==> src/rtl/sum_block_avg_if.sv <==
// Handshake bundle for sum_block_avg: sample stream in, block statistics out.
// out_min/out_max exist only when SUM_BLOCK_MINMAX_EN is defined.
interface sum_block_avg_if #(
    parameter int BLOCK_LOG2 = 2,
    parameter int DW         = 8
);
    logic                     in_valid;
    logic [DW-1:0]            in_data;
    logic                     in_ready;
    logic                     out_valid;
    logic                     out_ready;
    logic [DW+BLOCK_LOG2-1:0] out_sum;
    logic [DW-1:0]            out_avg;
    logic [7:0]               out_seq;
`ifdef SUM_BLOCK_MINMAX_EN
    logic [DW-1:0]            out_min;
    logic [DW-1:0]            out_max;

    modport master (
        output in_valid, in_data, out_ready,
        input  in_ready, out_valid, out_sum, out_avg, out_seq, out_min, out_max
    );
    modport slave (
        input  in_valid, in_data, out_ready,
        output in_ready, out_valid, out_sum, out_avg, out_seq, out_min, out_max
    );
`else
    modport master (
        output in_valid, in_data, out_ready,
        input  in_ready, out_valid, out_sum, out_avg, out_seq
    );
    modport slave (
        input  in_valid, in_data, out_ready,
        output in_ready, out_valid, out_sum, out_avg, out_seq
    );
`endif
endinterface

==> src/rtl/sum_block_avg.sv <==
// Accumulates 2^BLOCK_LOG2 unsigned samples per block and holds total, average and sequence
// number until taken. Optional per-block min/max enabled by SUM_BLOCK_MINMAX_EN.
module sum_block_avg #(
    parameter int BLOCK_LOG2 = 2,
    parameter int DW         = 8
) (
    input  logic            clk,
    input  logic            rst,
    sum_block_avg_if.slave  bus
);
    typedef enum logic {
        ACCUM = 1'b0,
        HOLD  = 1'b1
    } state_t;

    state_t                   state;
    state_t                   state_nxt;
    logic [BLOCK_LOG2-1:0]    cnt;
    logic [DW+BLOCK_LOG2-1:0] acc;
    logic [DW+BLOCK_LOG2-1:0] total;
    logic [DW+BLOCK_LOG2-1:0] sum_q;
    logic [DW-1:0]            avg_q;
    logic [7:0]               seq_q;
    logic                     in_ready_c;
    logic                     out_valid_c;
    logic                     accept;
    logic                     last;

    always_ff @(posedge clk or posedge rst) begin
        if (rst) begin
            state <= ACCUM;
        end else begin
            state <= state_nxt;
        end
    end

    // Handshake outputs decode from state alone; no input-to-output combinational path.
    always_comb begin
        state_nxt   = state;
        in_ready_c  = 1'b0;
        out_valid_c = 1'b0;
        case (state)
            ACCUM: begin
                in_ready_c = 1'b1;
                if (bus.in_valid && (cnt == '1)) begin
                    state_nxt = HOLD;
                end
            end
            HOLD: begin
                out_valid_c = 1'b1;
                if (bus.out_ready) begin
                    state_nxt = ACCUM;
                end
            end
            default: state_nxt = ACCUM;
        endcase
    end

    assign accept = in_ready_c & bus.in_valid;
    assign last   = accept & (cnt == '1);
    assign total  = acc + {{BLOCK_LOG2{1'b0}}, bus.in_data};

    always_ff @(posedge clk or posedge rst) begin
        if (rst) begin
            acc   <= '0;
            cnt   <= '0;
            sum_q <= '0;
            avg_q <= '0;
            seq_q <= '0;
        end else begin
            if (accept) begin
                cnt <= cnt + 1'b1;
                if (last) begin
                    acc   <= '0;
                    sum_q <= total;
                    avg_q <= total[DW+BLOCK_LOG2-1:BLOCK_LOG2];
                end else begin
                    acc <= total;
                end
            end
            if (out_valid_c && bus.out_ready) begin
                seq_q <= seq_q + 8'd1;
            end
        end
    end

    assign bus.in_ready  = in_ready_c;
    assign bus.out_valid = out_valid_c;
    assign bus.out_sum   = sum_q;
    assign bus.out_avg   = avg_q;
    assign bus.out_seq   = seq_q;

`ifdef SUM_BLOCK_MINMAX_EN
    logic [DW-1:0] run_min;
    logic [DW-1:0] run_max;
    logic [DW-1:0] blk_min;
    logic [DW-1:0] blk_max;
    logic [DW-1:0] min_q;
    logic [DW-1:0] max_q;

    // The first sample of a block (cnt==0) restarts the running extremes.
    always_comb begin
        blk_min = bus.in_data;
        blk_max = bus.in_data;
        if (cnt != '0) begin
            if (run_min < bus.in_data) blk_min = run_min;
            if (run_max > bus.in_data) blk_max = run_max;
        end
    end

    always_ff @(posedge clk or posedge rst) begin
        if (rst) begin
            run_min <= '0;
            run_max <= '0;
            min_q   <= '0;
            max_q   <= '0;
        end else if (accept) begin
            run_min <= blk_min;
            run_max <= blk_max;
            if (last) begin
                min_q <= blk_min;
                max_q <= blk_max;
            end
        end
    end

    assign bus.out_min = min_q;
    assign bus.out_max = max_q;
`endif
endmodule
==> src/flat_wrapper.sv <==
// flat-port wrapper written by rule: the top's interface ports become plain ports
module sum_block_avg_flat 
#(
    parameter int BLOCK_LOG2 = 2,
    parameter int DW         = 8
)
  (clk, rst, bus_in_valid, bus_in_data, bus_out_ready, bus_in_ready, bus_out_valid, bus_out_sum, bus_out_avg, bus_out_seq);
  sum_block_avg_if #(.BLOCK_LOG2(BLOCK_LOG2), .DW(DW)) bus_i ();
  input  logic clk;
  input  logic rst;
  input wire logic [$bits(bus_i.in_valid)-1:0] bus_in_valid;
  input wire logic [$bits(bus_i.in_data)-1:0] bus_in_data;
  input wire logic [$bits(bus_i.out_ready)-1:0] bus_out_ready;
  output wire logic [$bits(bus_i.in_ready)-1:0] bus_in_ready;
  output wire logic [$bits(bus_i.out_valid)-1:0] bus_out_valid;
  output wire logic [$bits(bus_i.out_sum)-1:0] bus_out_sum;
  output wire logic [$bits(bus_i.out_avg)-1:0] bus_out_avg;
  output wire logic [$bits(bus_i.out_seq)-1:0] bus_out_seq;
  assign bus_i.in_valid = bus_in_valid;
  assign bus_i.in_data = bus_in_data;
  assign bus_i.out_ready = bus_out_ready;
  assign bus_in_ready = bus_i.in_ready;
  assign bus_out_valid = bus_i.out_valid;
  assign bus_out_sum = bus_i.out_sum;
  assign bus_out_avg = bus_i.out_avg;
  assign bus_out_seq = bus_i.out_seq;
  sum_block_avg #(.BLOCK_LOG2(BLOCK_LOG2), .DW(DW)) u_core (.clk(clk), .rst(rst), .bus(bus_i));
endmodule
==> config.mk <==
export PLATFORM = sky130hd
export DESIGN_NAME = sum_block_avg_flat
export DESIGN_NICKNAME = d
export VERILOG_FILES = /design/src/rtl/sum_block_avg_if.sv /design/src/rtl/sum_block_avg.sv /design/src/flat_wrapper.sv
export SDC_FILE = /design/constraint.sdc
export NUM_CORES = 1
export LEC_CHECK = 0
export CAP_MARGIN = 5
export CORE_MARGIN = 2
export CORE_UTILIZATION = 49
export DETAILED_ROUTE_END_ITERATION = 8
export GPL_TIMING_DRIVEN = 0
export PLACE_DENSITY = 0.9
export SETUP_SLACK_MARGIN = 0.5
export SYNTH_ARGS = -nofsm -noshare
export SYNTH_HDL_FRONTEND = slang
export SYNTH_SLANG_ARGS = --single-unit
export TNS_END_PERCENT = 5
==> constraint.sdc <==
create_clock -name clk -period 2.5 [get_ports clk]
set_input_delay 0.5 -clock clk [delete_from_list [all_inputs] [get_ports clk]]
set_output_delay 0.5 -clock clk [all_outputs]
set_load 0.01 [all_outputs]
==> results.md <==
Die:
- The initialized floorplan defines 21 standard-cell rows.
- The floorplan step defined a core boundary enclosing 0.00331 mm².
- The overall die width is 62.6 µm.
- The vertical die dimension is 62.6 µm.
- The die covers 0.00392 mm².
- For this configuration, the core starts out at a cell density of 50.9%.
- 40 I/O pins were placed.

Setup path:
- In this run the register-to-register setup slack is 0.66 ns.
- The category of the critical setup timing path is in -> reg.
- The capture instance of the worst register-to-register path is u_core.acc[8].
- STA puts the critical path data required time at 2.77 ns.
- The depth of the worst register-to-register path is 8.
- The worst register-to-register path begins at u_core.acc[0].
- The endpoint class of the critical path is a flip-flop.
- The largest fanout on the critical path is 4.
- The worst setup path is launched from an input pin.
- The critical path data arrival time is 2.30 ns.

GRT:
- The initial antenna violation count is 0.
- For this run the aggregate overflow at the end of global routing stands at 0.
- The wire length of the first global-routing pass is 5730 µm.
- The global-route usage over all layers is 18.5%.
- The via count of the first global-routing pass is 1291.
- The pin count of the biggest net entering global routing is 32.

Logic synthesis:
- By area the synthesized netlist is led by sky130_fd_sc_hd__dfrtp_1, sky130_fd_sc_hd__ha_1, sky130_fd_sc_hd__nand2_1.
- The count of flip-flops with a built-in enable after synthesis is 0.
- Sorting the synthesized cells by how often they occur yields sky130_fd_sc_hd__dfrtp_1, sky130_fd_sc_hd__nand2_1, sky130_fd_sc_hd__ha_1, sky130_fd_sc_hd__o21ai_0, sky130_fd_sc_hd__buf_4.
- After synthesis the cells add up to 0.00168 mm².
- The synthesized instance count is 160.
- The Yosys step of the flow raised 0 warnings.
- Counting distinct cell types in the post-synthesis netlist gives 45.
- Counting flops and latches in the post-synthesis netlist gives 31.
- The sequential cell area fraction in the yosys report is 46.1%.
- The most area-hungry cell type in the Yosys netlist is sky130_fd_sc_hd__dfrtp_1.
- The leading cell type by number of instances after synthesis is sky130_fd_sc_hd__dfrtp_1.
- For this run, the leading register cell type out of synthesis is sky130_fd_sc_hd__dfrtp_1.
- Dividing the synthesized area by the synthesized cell count gives 10.5 µm².
- Synthesis produced a netlist with a net count of 183.
- In this run the biggest area consumer among cell types represents 46.1% of the synthesized area.
- The async set-reset flop share out of synthesis is 100%.

Clock tree:
- Clock-pin slew was measured on the worst setup and hold paths at 0.10 ns.
- The insertion delay of the later-clocked pin in the worst-skew pair is 0.33 ns.
- The clock root buffer is sky130_fd_sc_hd__clkbuf_4.
- Buffers inserted during clock tree synthesis total 5.
- The number of buffers added to fix hold violations after cts is 0.
- Clock tree synthesis found a total of 31 sinks.
- The deepest clock path buffer count is 2.
- TritonCTS built the clock tree.
- The H-tree was split into 2 levels.

Placement:
- The placed wire-length estimate is 2280 µm.
- Once placement finished, the instance area stood at 0.00214 mm².
- The final weighted congestion in routability-driven placement is 0.835.
- The number of input and output port buffers inserted is 39.
- The count of placed standard cells including taps is 245.

Power:
- The total power divided by cell area is 1210 mW/mm².
- Summed over all cells, the static leakage comes to 0.00106 µW.
- The maximum resistive drop on vdd is 0.620 mV.
- Total power for the finished layout comes to 2890 µW.

Detailed routing:
- The average via count per standard cell is 5.27.
- For this block, the routed nets add up to 3660 µm of wire.
- The via count is 1365.
- The violation count after the first detailed-routing iteration is 59.
- The first-pass iteration count of the detailed router is 4.
- The final routed DRC violation total is 0.
- In the final routed layout, each cell accounts on average for 14.1 µm.
- The remaining antenna violation count after routing is 0.

Timing:
- The final count of hold timing violations is 0.
- The final setup skew is 0.0114 ns.
- The worst slew margin relative to its limit is 65.7%.
- For the pin with the worst max-slew slack, the measured transition is 0.515 ns.
- The final count of pins violating max slew is 0.
- Setup violations remaining at the end of the flow were counted as 0.
- Based on the critical path, the design can be clocked at up to 0.492 GHz.
- Setup repair after global routing could not meet its margin everywhere.
- After layout, the worst path uses 81.2% of the clock period.
- The time the final worst path needs with I/O delays and setup is 2.03 ns.

Final layout:
- The post-route netlist has 23.9% of its cells at a drive strength greater than 1.
- The repair_antennas step left the layout with diodes totalling 0.
- The net count of the finished layout is 235.
- The number of non-filler instances in the completed layout is 259.
- The finished cells cover 0.00239 mm².
- The final standard cell utilization of the core is 72.1%.
- The area added between synthesis and finish is 41.7%.

Status:
- The run finished with clean final reports.

Min path:
- The worst hold-check path type is in -> async.

Job:
- The number of max-cap violations is 0.
-- flip-flops by register name, indices dropped and copies added, names as in the netlist --
signal              cells
u_core.acc             10
u_core.cnt              2
u_core.bus.out_seq      8
u_core.state            1
u_core.bus.out_sum      2
u_core.bus.out_avg      8
-- layout make-up --
class	count	area [µm²]
inverters	7	26.3
plain buffers	12	87.6
flip-flops and latches	31	777
clock inverters	2	35.0
fillers	238	925
repair buffers	45	457
well taps	46	57.6
clock buffers	6	51.3
multi-input cells	110	895
-- metrics by stage --
stage	setup TNS, ns	hold slack, ns	setup slack (ns)
after CTS	0	0.488	0.401
after global routing	0	0.410	0.442
after floorplan	0	0.446	0.511
after detailed placement	-0.111	0.467	-0.108
final	0	0.412	0.469
after global placement	-0.0864	0.461	-0.0864
-- logic make-up after synthesis --
family / count (synthesis) / synth area share (%)
flip-flops: 31 / 46.1
AND/OR/NAND/NOR: 45 / 13.4
adder cells (fa/ha/maj): 11 / 8.62
XOR/XNOR: 14 / 7.28
multiplexers: 4 / 2.60
buffers and inverters: 19 / 6.76
AO/OA/AOI/OAI: 36 / 15.2
-- how the worst max path moves through the flow --
| stage | from | end | slack (ns) | cells past startpoint |
|---|---|---|---|---|
| global route | bus_in_data[6] | u_core.acc[9] | 0.44 | 7 |
| global placement | bus_in_data[0] | u_core.bus.out_avg[6] | -0.09 | 9 |
| CTS | bus_in_data[2] | u_core.acc[8] | 0.40 | 7 |
| finish | bus_in_data[2] | u_core.acc[9] | 0.47 | 7 |
| floorplan | bus_in_data[0] | u_core.bus.out_avg[6] | 0.51 | 8 |
| detailed placement | bus_in_data[0] | u_core.bus.out_avg[6] | -0.11 | 9 |
-- per-layer routing --
layer / up-vias / GRT usage [%] / part of all wire (%)
met2: 36 / 29.2 / 47
met1: 661 / 24.4 / 47
met4: 0 / 9.17 / 1.1
met3: 4 / 3.78 / 4.3
met5: - / 0 / 0
li1: 664 / - / -
-- report_power, final --
group          internal [µW]  switching [µW]
clock network            236             173
logic                    879             737
registers                707             162
-- cells in the final DEF (no fill, tap or decap), types with 3 or more instances in the layout --
cell type / count
sky130_fd_sc_hd__clkdlybuf4s50_1: 37
sky130_fd_sc_hd__dfrtp_1: 30
sky130_fd_sc_hd__nand2_1: 23
sky130_fd_sc_hd__buf_4: 13
sky130_fd_sc_hd__o21ai_0: 9
sky130_fd_sc_hd__xor2_1: 7
sky130_fd_sc_hd__xnor2_1: 7
sky130_fd_sc_hd__ha_1: 6
sky130_fd_sc_hd__inv_1: 5
sky130_fd_sc_hd__nand3_1: 5
sky130_fd_sc_hd__o31ai_1: 5
sky130_fd_sc_hd__clkbuf_4: 5
sky130_fd_sc_hd__nor2_1: 4
sky130_fd_sc_hd__a21oi_1: 3
sky130_fd_sc_hd__mux2_2: 3
sky130_fd_sc_hd__ha_4: 3
-- critical path, stage by stage --
cell,delay (ns)
sky130_fd_sc_hd__clkdlybuf4s50_1,0.46
sky130_fd_sc_hd__ha_4,0.32
sky130_fd_sc_hd__o211ai_1,0.11
sky130_fd_sc_hd__o21ai_2,0.26
sky130_fd_sc_hd__a2bb2oi_2,0.12
sky130_fd_sc_hd__or4_4,0.42
sky130_fd_sc_hd__nand3_1,0.10
-- what timing repair did --
item,4_1_cts,5_1_grt
pin swaps,6,10
setup endpoints to repair,5,9
cloned,0,0
resized for setup,6,14
buffers inserted,2,3
Power figures use the tool's default switching activity.
